## src/rtl/keypad_debounce_encoder_if.sv

```systemverilog
// ----------------------------------------------------------------------------
// keypad_debounce_encoder_if
//   Bundles the keypad front-end signals so the encoder and its consumer share
//   one typed connection.
//
//   Signals
//     key_in      [11:0] raw key lines, active-high, asynchronous to clk
//     key_value   [3:0]  code of the last accepted key (4'hF = none since reset)
//     key_valid          one-cycle accept pulse
//     key_held           single accepted key currently held
//     multi_press        chord detected, input ignored until full release
//     dbg_state   [1:0]  encoder FSM state (0 idle, 1 press, 2 multi)
//
//   Modports
//     master : the encoder (drives the outputs, reads key_in)
//     slave  : the consumer / key source (drives key_in, reads the outputs)
//
//   Handshake: key_valid is a push-only strobe with no ready. key_value is
//   meaningful in the cycle key_valid is high and keeps that value afterwards;
//   the consumer must take the event in that cycle.
// ----------------------------------------------------------------------------
interface keypad_debounce_encoder_if;
    logic [11:0] key_in;
    logic [3:0]  key_value;
    logic        key_valid;
    logic        key_held;
    logic        multi_press;
    logic [1:0]  dbg_state;

    modport master (
        input  key_in,
        output key_value,
        output key_valid,
        output key_held,
        output multi_press,
        output dbg_state
    );

    modport slave (
        output key_in,
        input  key_value,
        input  key_valid,
        input  key_held,
        input  multi_press,
        input  dbg_state
    );
endinterface

```

## src/rtl/keypad_debounce_encoder.sv

```systemverilog
// ----------------------------------------------------------------------------
// keypad_debounce_encoder
//   Front-end for the 12-key parallel keypad: synchronises and debounces the
//   raw key lines, rejects chords and encodes a single key to a 4-bit code,
//   emitting a one-cycle accept pulse.
//
//   Ports
//     clk     system clock
//     rst_n   asynchronous active-low reset, synchronous release
//     kp_if   keypad_debounce_encoder_if.master (key_in in; key_value,
//             key_valid, key_held, multi_press, dbg_state out)
//
//   Parameters
//     CLK_FREQ_HZ      clock frequency; one debounce tick = CLK_FREQ_HZ/1000 cycles
//     DEBOUNCE_MS      identical consecutive tick samples needed to accept a vector
//     REPEAT_DELAY_MS  ticks held before the first auto-repeat pulse
//     REPEAT_RATE_MS   ticks between subsequent auto-repeat pulses
//
//   Build option
//     KEYPAD_AUTOREPEAT_EN  when defined, a held key re-pulses key_valid after
//                           REPEAT_DELAY_MS ticks and then every REPEAT_RATE_MS
//                           ticks. Undefined: exactly one pulse per press.
//
//   Key code map: bits 0..8 -> 1..9, bit 9 ('*') -> 10, bit 10 -> 0,
//   bit 11 ('#') -> 11.
// ----------------------------------------------------------------------------
module keypad_debounce_encoder #(
    parameter int CLK_FREQ_HZ     = 50_000_000,
    parameter int DEBOUNCE_MS     = 20,
    parameter int REPEAT_DELAY_MS = 500,
    parameter int REPEAT_RATE_MS  = 100
) (
    input  logic                              clk,
    input  logic                              rst_n,
    keypad_debounce_encoder_if.master         kp_if
);

    localparam int TICK_CYC = CLK_FREQ_HZ / 1000;
    localparam int TICK_W   = (TICK_CYC > 1) ? $clog2(TICK_CYC) : 1;
    localparam int DB_W     = $clog2(DEBOUNCE_MS + 1);

    // Elaboration-time sanity check of the configuration.
    if (TICK_CYC < 1 || DEBOUNCE_MS < 1 || REPEAT_RATE_MS < 1 ||
        REPEAT_DELAY_MS < REPEAT_RATE_MS) begin : g_bad_cfg
        $error("keypad_debounce_encoder: invalid timing parameters");
    end

    typedef enum logic [1:0] {
        S_IDLE  = 2'd0,
        S_PRESS = 2'd1,
        S_MULTI = 2'd2
    } state_t;

    // ------------------------------------------------------------------
    // Two-flop synchroniser; everything downstream uses r_sync2.
    // ------------------------------------------------------------------
    logic [11:0] r_sync1;
    logic [11:0] r_sync2;

    always_ff @(posedge clk or negedge rst_n) begin
        if (!rst_n) begin
            r_sync1 <= '0;
            r_sync2 <= '0;
        end else begin
            r_sync1 <= kp_if.key_in;
            r_sync2 <= r_sync1;
        end
    end

    // ------------------------------------------------------------------
    // 1 ms tick: free-running counter, tick during the terminal count.
    // ------------------------------------------------------------------
    logic [TICK_W-1:0] r_tick_cnt;
    logic              w_tick;

    assign w_tick = (r_tick_cnt == TICK_W'(TICK_CYC - 1));

    always_ff @(posedge clk or negedge rst_n) begin
        if (!rst_n) begin
            r_tick_cnt <= '0;
        end else if (w_tick) begin
            r_tick_cnt <= '0;
        end else begin
            r_tick_cnt <= r_tick_cnt + 1'b1;
        end
    end

    // ------------------------------------------------------------------
    // Debounce: a vector must be seen on DEBOUNCE_MS consecutive ticks.
    // The debounced vector is loaded in the same tick the count reaches
    // the threshold, so the next-count value is what gets compared.
    // ------------------------------------------------------------------
    logic [11:0]     r_cand;
    logic [11:0]     r_deb;
    logic [DB_W-1:0] r_stable_cnt;
    logic [11:0]     w_cand_nxt;
    logic [DB_W-1:0] w_cnt_nxt;

    always_comb begin
        w_cand_nxt = r_cand;
        w_cnt_nxt  = r_stable_cnt;
        if (r_sync2 != r_cand) begin
            w_cand_nxt = r_sync2;
            w_cnt_nxt  = DB_W'(1);
        end else if (r_stable_cnt != DB_W'(DEBOUNCE_MS)) begin
            w_cnt_nxt = r_stable_cnt + 1'b1;
        end
    end

    always_ff @(posedge clk or negedge rst_n) begin
        if (!rst_n) begin
            r_cand       <= '0;
            r_stable_cnt <= '0;
            r_deb        <= '0;
        end else if (w_tick) begin
            r_cand       <= w_cand_nxt;
            r_stable_cnt <= w_cnt_nxt;
            if (w_cnt_nxt == DB_W'(DEBOUNCE_MS)) begin
                r_deb <= w_cand_nxt;
            end
        end
    end

    // ------------------------------------------------------------------
    // Encoder (only meaningful for a one-hot input).
    // ------------------------------------------------------------------
    function automatic logic [3:0] f_encode(input logic [11:0] v);
        logic [3:0] c;
        c = 4'hF;
        for (int i = 0; i < 9; i++) begin
            if (v[i]) c = 4'(i + 1);
        end
        if (v[9])  c = 4'd10;
        if (v[10]) c = 4'd0;
        if (v[11]) c = 4'd11;
        return c;
    endfunction

    logic w_deb_zero;
    logic w_deb_onehot;

    assign w_deb_zero   = (r_deb == 12'd0);
    assign w_deb_onehot = !w_deb_zero && ((r_deb & (r_deb - 12'd1)) == 12'd0);

    // ------------------------------------------------------------------
    // FSM: state register / next-state / outputs.
    // r_press_vec remembers the accepted key so a swap A->B is a chord.
    // ------------------------------------------------------------------
    state_t      r_state;
    state_t      w_state_nxt;
    logic [11:0] r_press_vec;
    logic [3:0]  r_key_value;
    logic        r_key_valid;
    logic        w_accept;
    logic        w_rpt_fire;
    logic        w_key_valid_nxt;
    logic [3:0]  w_key_value_nxt;

    always_ff @(posedge clk or negedge rst_n) begin
        if (!rst_n) begin
            r_state <= S_IDLE;
        end else begin
            r_state <= w_state_nxt;
        end
    end

    always_comb begin
        w_state_nxt = r_state;
        case (r_state)
            S_IDLE: begin
                if (w_deb_onehot)     w_state_nxt = S_PRESS;
                else if (!w_deb_zero) w_state_nxt = S_MULTI;
            end
            S_PRESS: begin
                if (w_deb_zero)                w_state_nxt = S_IDLE;
                else if (r_deb != r_press_vec) w_state_nxt = S_MULTI;
            end
            S_MULTI: begin
                // Dropping back to one key does not re-arm; only full release.
                if (w_deb_zero) w_state_nxt = S_IDLE;
            end
            default: w_state_nxt = S_IDLE;
        endcase
    end

    always_comb begin
        w_accept        = (r_state == S_IDLE) && w_deb_onehot;
        w_key_valid_nxt = w_accept || w_rpt_fire;
        w_key_value_nxt = w_accept ? f_encode(r_deb) : r_key_value;
    end

    always_ff @(posedge clk or negedge rst_n) begin
        if (!rst_n) begin
            r_key_value <= 4'hF;
            r_key_valid <= 1'b0;
            r_press_vec <= '0;
        end else begin
            r_key_value <= w_key_value_nxt;
            r_key_valid <= w_key_valid_nxt;
            if (w_accept) begin
                r_press_vec <= r_deb;
            end
        end
    end

`ifdef KEYPAD_AUTOREPEAT_EN
    // ------------------------------------------------------------------
    // Auto-repeat: count ticks while pressed. After firing at the delay the
    // counter is rewound so the next fire is REPEAT_RATE_MS ticks later.
    // Repeat pulses only occur in PRESS and accept pulses only from IDLE,
    // so key_valid can never be high on two consecutive cycles.
    // ------------------------------------------------------------------
    localparam int RPT_W = $clog2(REPEAT_DELAY_MS + 1);

    logic [RPT_W-1:0] r_rpt_cnt;

    assign w_rpt_fire = w_tick && (r_state == S_PRESS) &&
                        (r_rpt_cnt == RPT_W'(REPEAT_DELAY_MS - 1));

    always_ff @(posedge clk or negedge rst_n) begin
        if (!rst_n) begin
            r_rpt_cnt <= '0;
        end else if (r_state != S_PRESS) begin
            r_rpt_cnt <= '0;
        end else if (w_tick) begin
            if (w_rpt_fire) begin
                r_rpt_cnt <= RPT_W'(REPEAT_DELAY_MS - REPEAT_RATE_MS);
            end else begin
                r_rpt_cnt <= r_rpt_cnt + 1'b1;
            end
        end
    end
`else
    assign w_rpt_fire = 1'b0;
`endif

    assign kp_if.key_value   = r_key_value;
    assign kp_if.key_valid   = r_key_valid;
    assign kp_if.key_held    = (r_state == S_PRESS);
    assign kp_if.multi_press = (r_state == S_MULTI);
    assign kp_if.dbg_state   = r_state;

endmodule

```

## src/flat_wrapper.sv

```systemverilog
// flat-port wrapper written by rule: the top's interface ports become plain ports
module keypad_debounce_encoder_flat 
#(
    parameter int CLK_FREQ_HZ     = 50_000_000,
    parameter int DEBOUNCE_MS     = 20,
    parameter int REPEAT_DELAY_MS = 500,
    parameter int REPEAT_RATE_MS  = 100
)
  (clk, rst_n, kp_if_key_in, kp_if_key_value, kp_if_key_valid, kp_if_key_held, kp_if_multi_press, kp_if_dbg_state);
  keypad_debounce_encoder_if kp_if_i ();
  input  logic clk;
  input  logic rst_n;
  input wire logic [$bits(kp_if_i.key_in)-1:0] kp_if_key_in;
  output wire logic [$bits(kp_if_i.key_value)-1:0] kp_if_key_value;
  output wire logic [$bits(kp_if_i.key_valid)-1:0] kp_if_key_valid;
  output wire logic [$bits(kp_if_i.key_held)-1:0] kp_if_key_held;
  output wire logic [$bits(kp_if_i.multi_press)-1:0] kp_if_multi_press;
  output wire logic [$bits(kp_if_i.dbg_state)-1:0] kp_if_dbg_state;
  assign kp_if_i.key_in = kp_if_key_in;
  assign kp_if_key_value = kp_if_i.key_value;
  assign kp_if_key_valid = kp_if_i.key_valid;
  assign kp_if_key_held = kp_if_i.key_held;
  assign kp_if_multi_press = kp_if_i.multi_press;
  assign kp_if_dbg_state = kp_if_i.dbg_state;
  keypad_debounce_encoder #(.CLK_FREQ_HZ(CLK_FREQ_HZ), .DEBOUNCE_MS(DEBOUNCE_MS), .REPEAT_DELAY_MS(REPEAT_DELAY_MS), .REPEAT_RATE_MS(REPEAT_RATE_MS)) u_core (.clk(clk), .rst_n(rst_n), .kp_if(kp_if_i));
endmodule
```

## config.mk

```make
export PLATFORM = sky130hd
export DESIGN_NAME = keypad_debounce_encoder_flat
export DESIGN_NICKNAME = d
export VERILOG_FILES = /design/src/rtl/keypad_debounce_encoder_if.sv /design/src/rtl/keypad_debounce_encoder.sv /design/src/flat_wrapper.sv
export SDC_FILE = /design/constraint.sdc
export NUM_CORES = 1
export LEC_CHECK = 0
export BUFFER_PORTS_ARGS = -buffer_cell sky130_fd_sc_hd__buf_4
export CORE_UTILIZATION = 45
export CTS_BUF_LIST = sky130_fd_sc_hd__clkbuf_4 sky130_fd_sc_hd__clkbuf_8
export DETAILED_ROUTE_END_ITERATION = 16
export HOLD_SLACK_MARGIN = 0.12
export SYNTH_ARGS = -nofsm -noshare
export SYNTH_HDL_FRONTEND = slang
export SYNTH_SLANG_ARGS = --single-unit
```

## constraint.sdc

```tcl
create_clock -name clk -period 3.3 [get_ports clk]
set_clock_uncertainty 0.15 [all_clocks]
set_input_delay 0.495 -clock clk [delete_from_list [all_inputs] [get_ports clk]]
set_output_delay 0.495 -clock clk [all_outputs]
set_load 0.03 [all_outputs]
```

* Yosys cells after proc, flatten, opt, wreduce, memory -nomap -nowiden
Cells that the tools add are included.
** Cells by class
- $add $sub $neg :: 3
- Equal/unequal tests :: 10
- Multiplexer cells :: 22
- Bitwise logic cells :: 1
- Reduce and logical (&&, ||, !) cells :: 8
** Operators with widths (number)
- $mux 4 :: 12
- $logic_not 12->1 :: 2
- $ne 12x12->1 :: 2
- $add 16x1->16 const B :: 1
- $eq 16x16->1 const B :: 1
- $mux 16 :: 1
- $and 12x12->12 :: 1
- $mux 12 :: 1
- $sub 12x1->12 const B :: 1
- $mux 2 :: 5
- $mux 5 :: 2
- $pmux 2 s3 :: 1
- $add 5x1->5 const B :: 1
- $eq 5x5->1 const B :: 1
- $ne 5x5->1 const B :: 1
- $ne 3x1->1 const B :: 1
- $ne 3x3->1 const B :: 1
- $reduce_and 3->1 :: 1
- $eq 2x1->1 const B :: 1
- $eq 2x2->1 const B :: 1
- $logic_and 1x1->1 :: 2
- $logic_not 2->1 :: 1
- $ne 2x1->1 const B :: 1
- $reduce_and 2->1 :: 1
- $logic_not 1->1 :: 1
** Word-level totals
- Bits in registers :: 88
- Output and inout bits :: 9
- Logic and storage cells :: 54

* Depth between registers and ports, before layout
Gate-level depths: netlist of the first run.
- Depth after elaboration :: 12
- Depth in mapped cells :: 9
- Gate-level depth less buffers :: 7

* Worst setup path before layout of the first run
Ideal clock, no wire load.
- Path type :: reg2reg
- From :: register u_core.r_deb[3]
- To :: register u_core.r_press_vec[10]
- Library setup time :: 0.125 ns
- Arrival :: 2.103 ns
- Data required time :: 3.025 ns
- Slack :: 0.922 ns
- Cell stages (with the launch flop) :: 9
- Cells stage by stage :: dfrtp_1 -> buf_6 -> or4_1 -> o31ai_1 -> o21ai_1 -> nand4bb_1 -> buf_6 -> buf_12 -> mux2_4
** Between the ends
- Word-level cells in the longest chain between the ends :: 5
** RTL lines
- start: declaration :: RTL line keypad_debounce_encoder.sv:94 : logic [11:0] r_deb;
- start signal: assignment :: RTL line keypad_debounce_encoder.sv:119 : r_deb <= w_cand_nxt;
- $sub 12x1->12 :: RTL line keypad_debounce_encoder.sv:143 : assign w_deb_onehot = !w_deb_zero && ((r_deb & (r_deb - 12'd1)) == 12'd0);
- $and 12x12->12 :: RTL line keypad_debounce_encoder.sv:143
- $logic_not 12->1 :: RTL line keypad_debounce_encoder.sv:143
- $logic_and 1x1->1 (*) :: RTL line keypad_debounce_encoder.sv:143
- $logic_and 1x1->1 (*) :: RTL line keypad_debounce_encoder.sv:187 : w_accept = (r_state == S_IDLE) && w_deb_onehot;
- end signal: assignment :: RTL line keypad_debounce_encoder.sv:201 : r_press_vec <= r_deb;
- end: declaration :: RTL line keypad_debounce_encoder.sv:151 : logic [11:0] r_press_vec;
Every way passes the cells marked *; elsewhere a longest branch is shown, timed or not.
A chain may end at the register's enable or synchronous reset.

* Worst setup path after layout of the first run
- From :: register u_core.r_deb[3]
- To :: register u_core.r_press_vec[0]
Same word-level chain as after synthesis.

==> metrics, run 1 <==
status finished clean; DR iter-0 viols between 100 and 150; Max Freq 399 MHz; clock period minus worst slack about 2.5 ns; most frequent cell after synthesis dfrtp_1; Root Driver clkbuf_8; die width between 90 and 100 um; Max-Cap Viols 0; CTS sink count 88; leading area contributor after synthesis dfrtp_1; wire length per cell roughly 14 um; Total Wirelength about 6.9 mm; clock latency on the worst-skew pair around 0.35 ns; crit path DAT approximately 2.6 ns; DR vias approximately 2.5k; multi-input logic area roughly 1500 um2; Syn Inst Count about 340; Post-synth top cells dfrtp_1 (84), nand2_1 (44), xnor2_1 (28); Distinct cells, synth 53; top_reg_cell synth dfrtp_1; vias per inst around 5.2; CP Launch Type flip-flop; CTS tree yes; Initial DRT Pass Iterations 4; layout cell share with drive strength beyond 1 roughly a fifth; Fillers approximately 720; Setup TNS 0 ns; dpl cells between 400 and 500; Area contributors post-synth dfrtp_1 (54%), xnor2_1 (6.3%), mux2_2 (5.2%); syn nets 355; pin count of the biggest net entering global routing 57; first-pass GRT wire length roughly 12 mm; CP endpoint kind flip-flop; GRT Overall Usage 17.5%; Die Y ~95 um; register area 2210 um2; asr flop ratio synth 100%; IO buf count 22; P per Cell Area about 470 nW/um2; hold crit path type flip-flop to flip-flop; Synth-to-Final Area Change 16.3%; die area 9050 um2; CP required between 3 and 4 ns; Routed Antenna Nets 0; Remaining Overflow, GRT 0; Max-slew headroom between 50% and 60%; CP max FO 10; Final period util roughly three quarters; vias in the first global route roughly 2.4k; #FFs+latches synth slightly below 90; Yosys top cell area share between 50% and 60%; Initial Utilization between 40% and 50%; CTS clk-pin slew, worst paths around 0.09 ns; HPWL after DPL between 4 and 5 mm; Mean Syn Cell Area 11.5 um2; core area about 8300 um2; routability cong. between 0.8 and 0.9; WHS approximately 0.20 ns; Yosys warning total 0; critical path class flip-flop to flip-flop; Inserted Diodes 0; sequential area share after synthesis between 50% and 60%; Fin. Hold Viols 0; worst vdd ir 0.283 mV; actual slew at the worst max-slew pin around 0.72 ns; antenna violations before repair 0; Slew Viols, Final 0; RSZ-0062 raised after global routing false; EDFF count, synth 0; Setup-failing EPs final 0; Num CTS Buffers 9; # rows 33; Clock Path Buffers 2; io pins 23; post-CTS sizing 0; Final Util around 55%; Cell Area, Synth between 3000 and 4000 um2; Nets between 300 and 400; CTS H-Tree Depth 3; Pleak ~2.2 nW; Post-Layout Cell Count between 400 and 500; DRC errors left 0
[per-layer routing]
layer | vias to the layer above | routed length, um | share of wire (%) | global-route usage (%)
met5 | - | 0 | 0 | 0
met4 | 0 | 73 | 1.1 | 6.06
met3 | 7 | 271 | 3.9 | 4.07
met2 | 56 | 3190 | 46 | 26.1
met1 | 1216 | 3360 | 49 | 25.0
li1 | 1228 | - | - | -
[where the power goes]
part,leakage [nW],total (mW),switching [mW],internal (mW)
logic,0.918,0.0531,0.0268,0.0263
clock network,0.135,0.982,0.394,0.588
registers,1.15,1.10,0.00926,1.09
[kinds of logic after synthesis]
| family | Yosys count | synth area share (%) |
|---|---|---|
| buffers and inverters | 28 | 3.85 |
| AOI/OAI and AO/OA | 34 | 5.74 |
| and+or+nand+nor | 115 | 14.6 |
| adders and majority gates | 4 | 1.22 |
| muxes | 29 | 9.04 |
| DFF | 88 | 56.6 |
| xor gates and xnor gates | 40 | 8.98 |
[final timing paths]
check	from	end	slack (ns)	depth (start not counted)
worst max register to register	u_core.r_deb[3]	u_core.r_press_vec[0]	0.80	6
max in group asynchronous	rst_n	u_core.kp_if.key_value[2]	1.65	3
worst max-delay path	u_core.r_deb[3]	u_core.r_press_vec[0]	0.80	6
worst min register to register	u_core.r_sync1[9]	u_core.r_sync2[9]	0.20	0
worst min-delay path	u_core.r_sync1[9]	u_core.r_sync2[9]	0.20	0
min in group asynchronous	rst_n	u_core.r_press_vec[10]	0.57	2
[worst max-delay path, stage by stage, from the launching register on]
cell and delay [ns]:
dfrtp_1 0.50, or4_1 0.61, nor2_1 0.24, a21oi_1 0.16
nand4bb_1 0.16, buf_4 0.21, mux2_2 0.35
[registers in the layout, indices dropped and copies added (netlist names)]
name	cells
u_core.r_stable_cnt	5
u_core.r_cand	12
u_core.kp_if.key_valid	1
u_core.kp_if.dbg_state	2
u_core.r_sync1	12
u_core.r_press_vec	12
u_core.kp_if.key_value	4
u_core.r_tick_cnt	16
u_core.r_deb	12
u_core.r_sync2	12
[final cells by class]
cell class / count / area share (%)
Clock inverter: 7 / 3.23
Clock buffer: 9 / 2.73
Inverter: 8 / 0.662
Timing Repair Buffer: 43 / 7.83
Multi-Input combinational cell: 222 / 34.0
Tap cell: 105 / 2.89
Sequential cell: 88 / 48.6
[cells in the final DEF, fill, tap and decap left out, types with 7 or more instances in the layout]
master	count
dfrtp_1	84
nor2_1	17
a21oi_1	11
dlygate4sd3_1	13
nand2_1	44
clkbuf_8	9
nor3_1	8
nand3_1	11
xnor2_1	28
xor2_1	12
inv_1	8
nand4_1	7
buf_4	30
mux2_2	18
mux2_4	8
[per-stage QoR]
| step | cell area (um2) | setup WS, ns | power (mW) |
|---|---|---|---|
| 3_5_place_dp | 4140 | 0.848 | 1.17 |
| 6_report | 4540 | 0.795 | 2.14 |
| 4_1_cts | 4540 | 0.820 | 2.17 |
| 3_3_place_gp | 4140 | 0.892 | 1.17 |
| 5_1_grt | 4540 | 0.659 | 2.21 |
| 2_1_floorplan | 3900 | 0.922 | 1.13 |
[timing repair]
item,4_1_cts,5_1_grt
hold buffers,13,0
setup buffers,0,0
hold endpoints to repair,65,0
No activity file was read; power rests on OpenSTA's default activity.
==> run 2: changes to the inputs <==
- ABC_AREA: not set -> 1
- clock period: 3.3 -> 2.5 ns (I/O delays scaled with it)
==> run 2 against run 1 <==
Compared with the run above:
- clock power up 17%
- highest routed layer unchanged
- global-route usage up 1.5 points
- worst hold slack improved by 0.0021 ns
- sequential power grew 33%
- die area rose by 10%
==> metrics, run 2 <==
syn nets 541 (+52%); DRC errors left 0 (unchanged); worst setup margin 0.318 ns (-0.477 ns); Max Freq 458 MHz (+15%); Root Driver clkbuf_8; Final Util 53.9% (-0.80 points); Synth-to-Final Area Change 15.8%; Slew Viols, Final 0 (unchanged); Die Y 99.7 um (+4.9%); CTS tree yes; GRT Overall Usage 19.0% (+1.5 points); Initial DRT Pass Iterations 6 (+2); pin count of the biggest net entering global routing 50 (-12%); WHS 0.202 ns (+0.00214 ns); CTS sink count 88 (unchanged); met2 Resource Use GR 29.2% (+3.1 points); sequential area share after synthesis 51.3% (-5.2 points); clock latency on the worst-skew pair 0.36 ns (about the same); asr flop ratio synth 100% (unchanged); pre-CTS setup slack 0.316 ns (-0.532 ns); GR Layer Usage met1 26.3% (+1.3 points); Cell Area, Synth 4300 um2 (+10%); Syn Inst Count 524 (+55%); DR iter-0 viols 168 (+17%); RSZ-0062 raised after global routing false; IO buf count 22 (unchanged); clock period minus worst slack 2.18 ns (-0.323 ns); Max-slew headroom 56.1% (+4.2 points); Nets 580 (+49%); Top reg by flops u_core.r_tick_cnt; Setup-failing EPs final 0 (unchanged); top_reg_cell synth dfrtp_1; CP required 2.58 ns (-0.81 ns); Post-Layout Cell Count 697 (+45%); setup slack, reg-to-reg 0.32 ns (-0.48 ns); Final period util 87.3% (+11 points); vias per inst 4.79 (-8.0%); # rows 35 (+6.1%); status finished clean; DR vias 3336 (+33%); EDFF count, synth 0 (unchanged); CP endpoint kind flip-flop; CP max FO 12 (+2); antenna violations before repair 0 (unchanged); most frequent cells in the layout nand2_1 (149), dfrtp_1 (84), inv_1 (71); Max-Cap Viols 0 (unchanged); #FFs+latches synth 88 (unchanged); layout cell share with drive strength beyond 1 11.3% (-9.4 points); CP Launch Type flip-flop; Clock Path Buffers 2 (unchanged); Total Wirelength 8.23 mm (+19%); leading area contributor after synthesis dfrtp_1; Yosys warning total 0 (unchanged); Fin. Hold Viols 0 (unchanged); die area 9950 um2 (+10%); worst vdd ir 0.324 mV (+15%); wire length per cell 11.8 um (-18%); crit path DAT 2.26 ns (-0.33 ns); Area contributors post-synth dfrtp_1 (49%), nand2_1 (13%), inv_1 (6.2%); actual slew at the worst max-slew pin 0.652 ns (-0.0695 ns); first-pass GRT wire length 14.9 mm (+24%); most frequent cell after synthesis nand2_1; post-CTS sizing 0 (unchanged); die width 99.7 um (+4.9%); Num CTS Buffers 9 (unchanged); CTS H-Tree Depth 3 (unchanged); Pleak 2.49 nW (+13%); HPWL after DPL 5.93 mm (+29%); core area 9240 um2 (+11%); Remaining Overflow, GRT 0 (unchanged); Initial Utilization 46.5% (-0.48 points); Largest register FFs 16 (unchanged); vias in the first global route 3292 (+35%); Routed Antenna Nets 0 (unchanged); hold crit path type flip-flop to flip-flop; global routing's busiest layer met2; commonest non-fill, non-tap cell in the layout nand2_1; Mean Syn Cell Area 8.20 um2 (-29%); dpl cells 668 (+47%); P per Cell Area 540 nW/um2 (+15%); Yosys top cell area share 48.9% (-5.0 points); met3 Track Usage GR 2.88% (-1.2 points); CTS clk-pin slew, worst paths 0.10 ns (about the same); io pins 23 (unchanged); Post-synth top cells nand2_1 (149), dfrtp_1 (84), inv_1 (71); critical path class flip-flop to flip-flop; Inserted Diodes 0 (unchanged); Setup TNS 0 ns (unchanged); routability cong. 0.786 (-6.1%); Distinct cells, synth 34 (-36%)
[run 2: changes by cell type after synthesis, sizes merged, moves of 6 or more]
cell / change
nand2: +108
inv: +65
nor2: +36
o21ai: +31
mux2: -26
nand3: +20
xnor2: -13
clkbuf: -10
o21bai: +10
nand4: +6
[run 2: kinds of logic after synthesis]
kind of cell | count (synthesis) | share of synthesized area, %
flops | 88 | 51.3
buf+inv | 85 | 7.86
fa+ha+maj | 3 | 0.873
compound gates | 57 | 7.60
simple gates | 266 | 27.2
xor+xnor | 25 | 5.09
[run 2: path summary, 6_finish.rpt]
check                                        from                         to  depth (start not counted)
worst max-delay path            u_core.r_sync2[9]            u_core.r_deb[8]                         10
worst min-delay path            u_core.r_sync1[5]          u_core.r_sync2[5]                          0
worst max register to register  u_core.r_sync2[9]            u_core.r_deb[8]                         10
worst min register to register  u_core.r_sync1[5]          u_core.r_sync2[5]                          0
max in group asynchronous                   rst_n           u_core.r_cand[5]                          3
min in group asynchronous                   rst_n  u_core.kp_if.dbg_state[0]                          2
[run 2: worst max-delay path: stages, from the launching register on]
cell and delay, ns:
dfrtp_1 0.43, inv_1 0.08, nand2_1 0.05, nand2_1 0.06, nand2_1 0.06, nor2_1 0.14
nand2_1 0.09, nor2_2 0.20, nand4_1 0.44, o21bai_1 0.29, nand2_1 0.07
[run 2: area by class of cell]
type / count / area [um2]
clock buffer: 11 / 151
timing repair buffer: 40 / 345
fill: 847 / 4260
tap: 129 / 161
inverter: 73 / 274
clock inverter: 5 / 85.1
sequential: 88 / 2210
multi-input combinational: 351 / 1750
[run 2: power breakdown]
group | switching, mW | leakage, nW | internal [mW]
logic | 0.0438 | 1.23 | 0.0384
clock network | 0.524 | 0.117 | 0.625
registers | 0.0148 | 1.15 | 1.44
total | 0.582 | 2.49 | 2.11
[run 2: layer usage]
metal	wire, um	vias to the layer above
li1	-	1725
met4	221	0
met5	0	-
met3	268	17
met1	4120	1533
met2	3620	61
[run 2: metrics by stage]
step | area [um2] | total power [mW]
5_1_grt | 4980 | 2.79
6_report | 4980 | 2.69
4_1_cts | 4980 | 2.72
2_1_floorplan | 4300 | 1.50
3_3_place_gp | 4610 | 1.55
3_5_place_dp | 4610 | 1.55
[run 2: what timing repair did]
item,in CTS,in global routing
hold buffers,13,0
buffers inserted,0,0
endpoints found under the hold margin,47,0
endpoints found under the setup margin,0,0
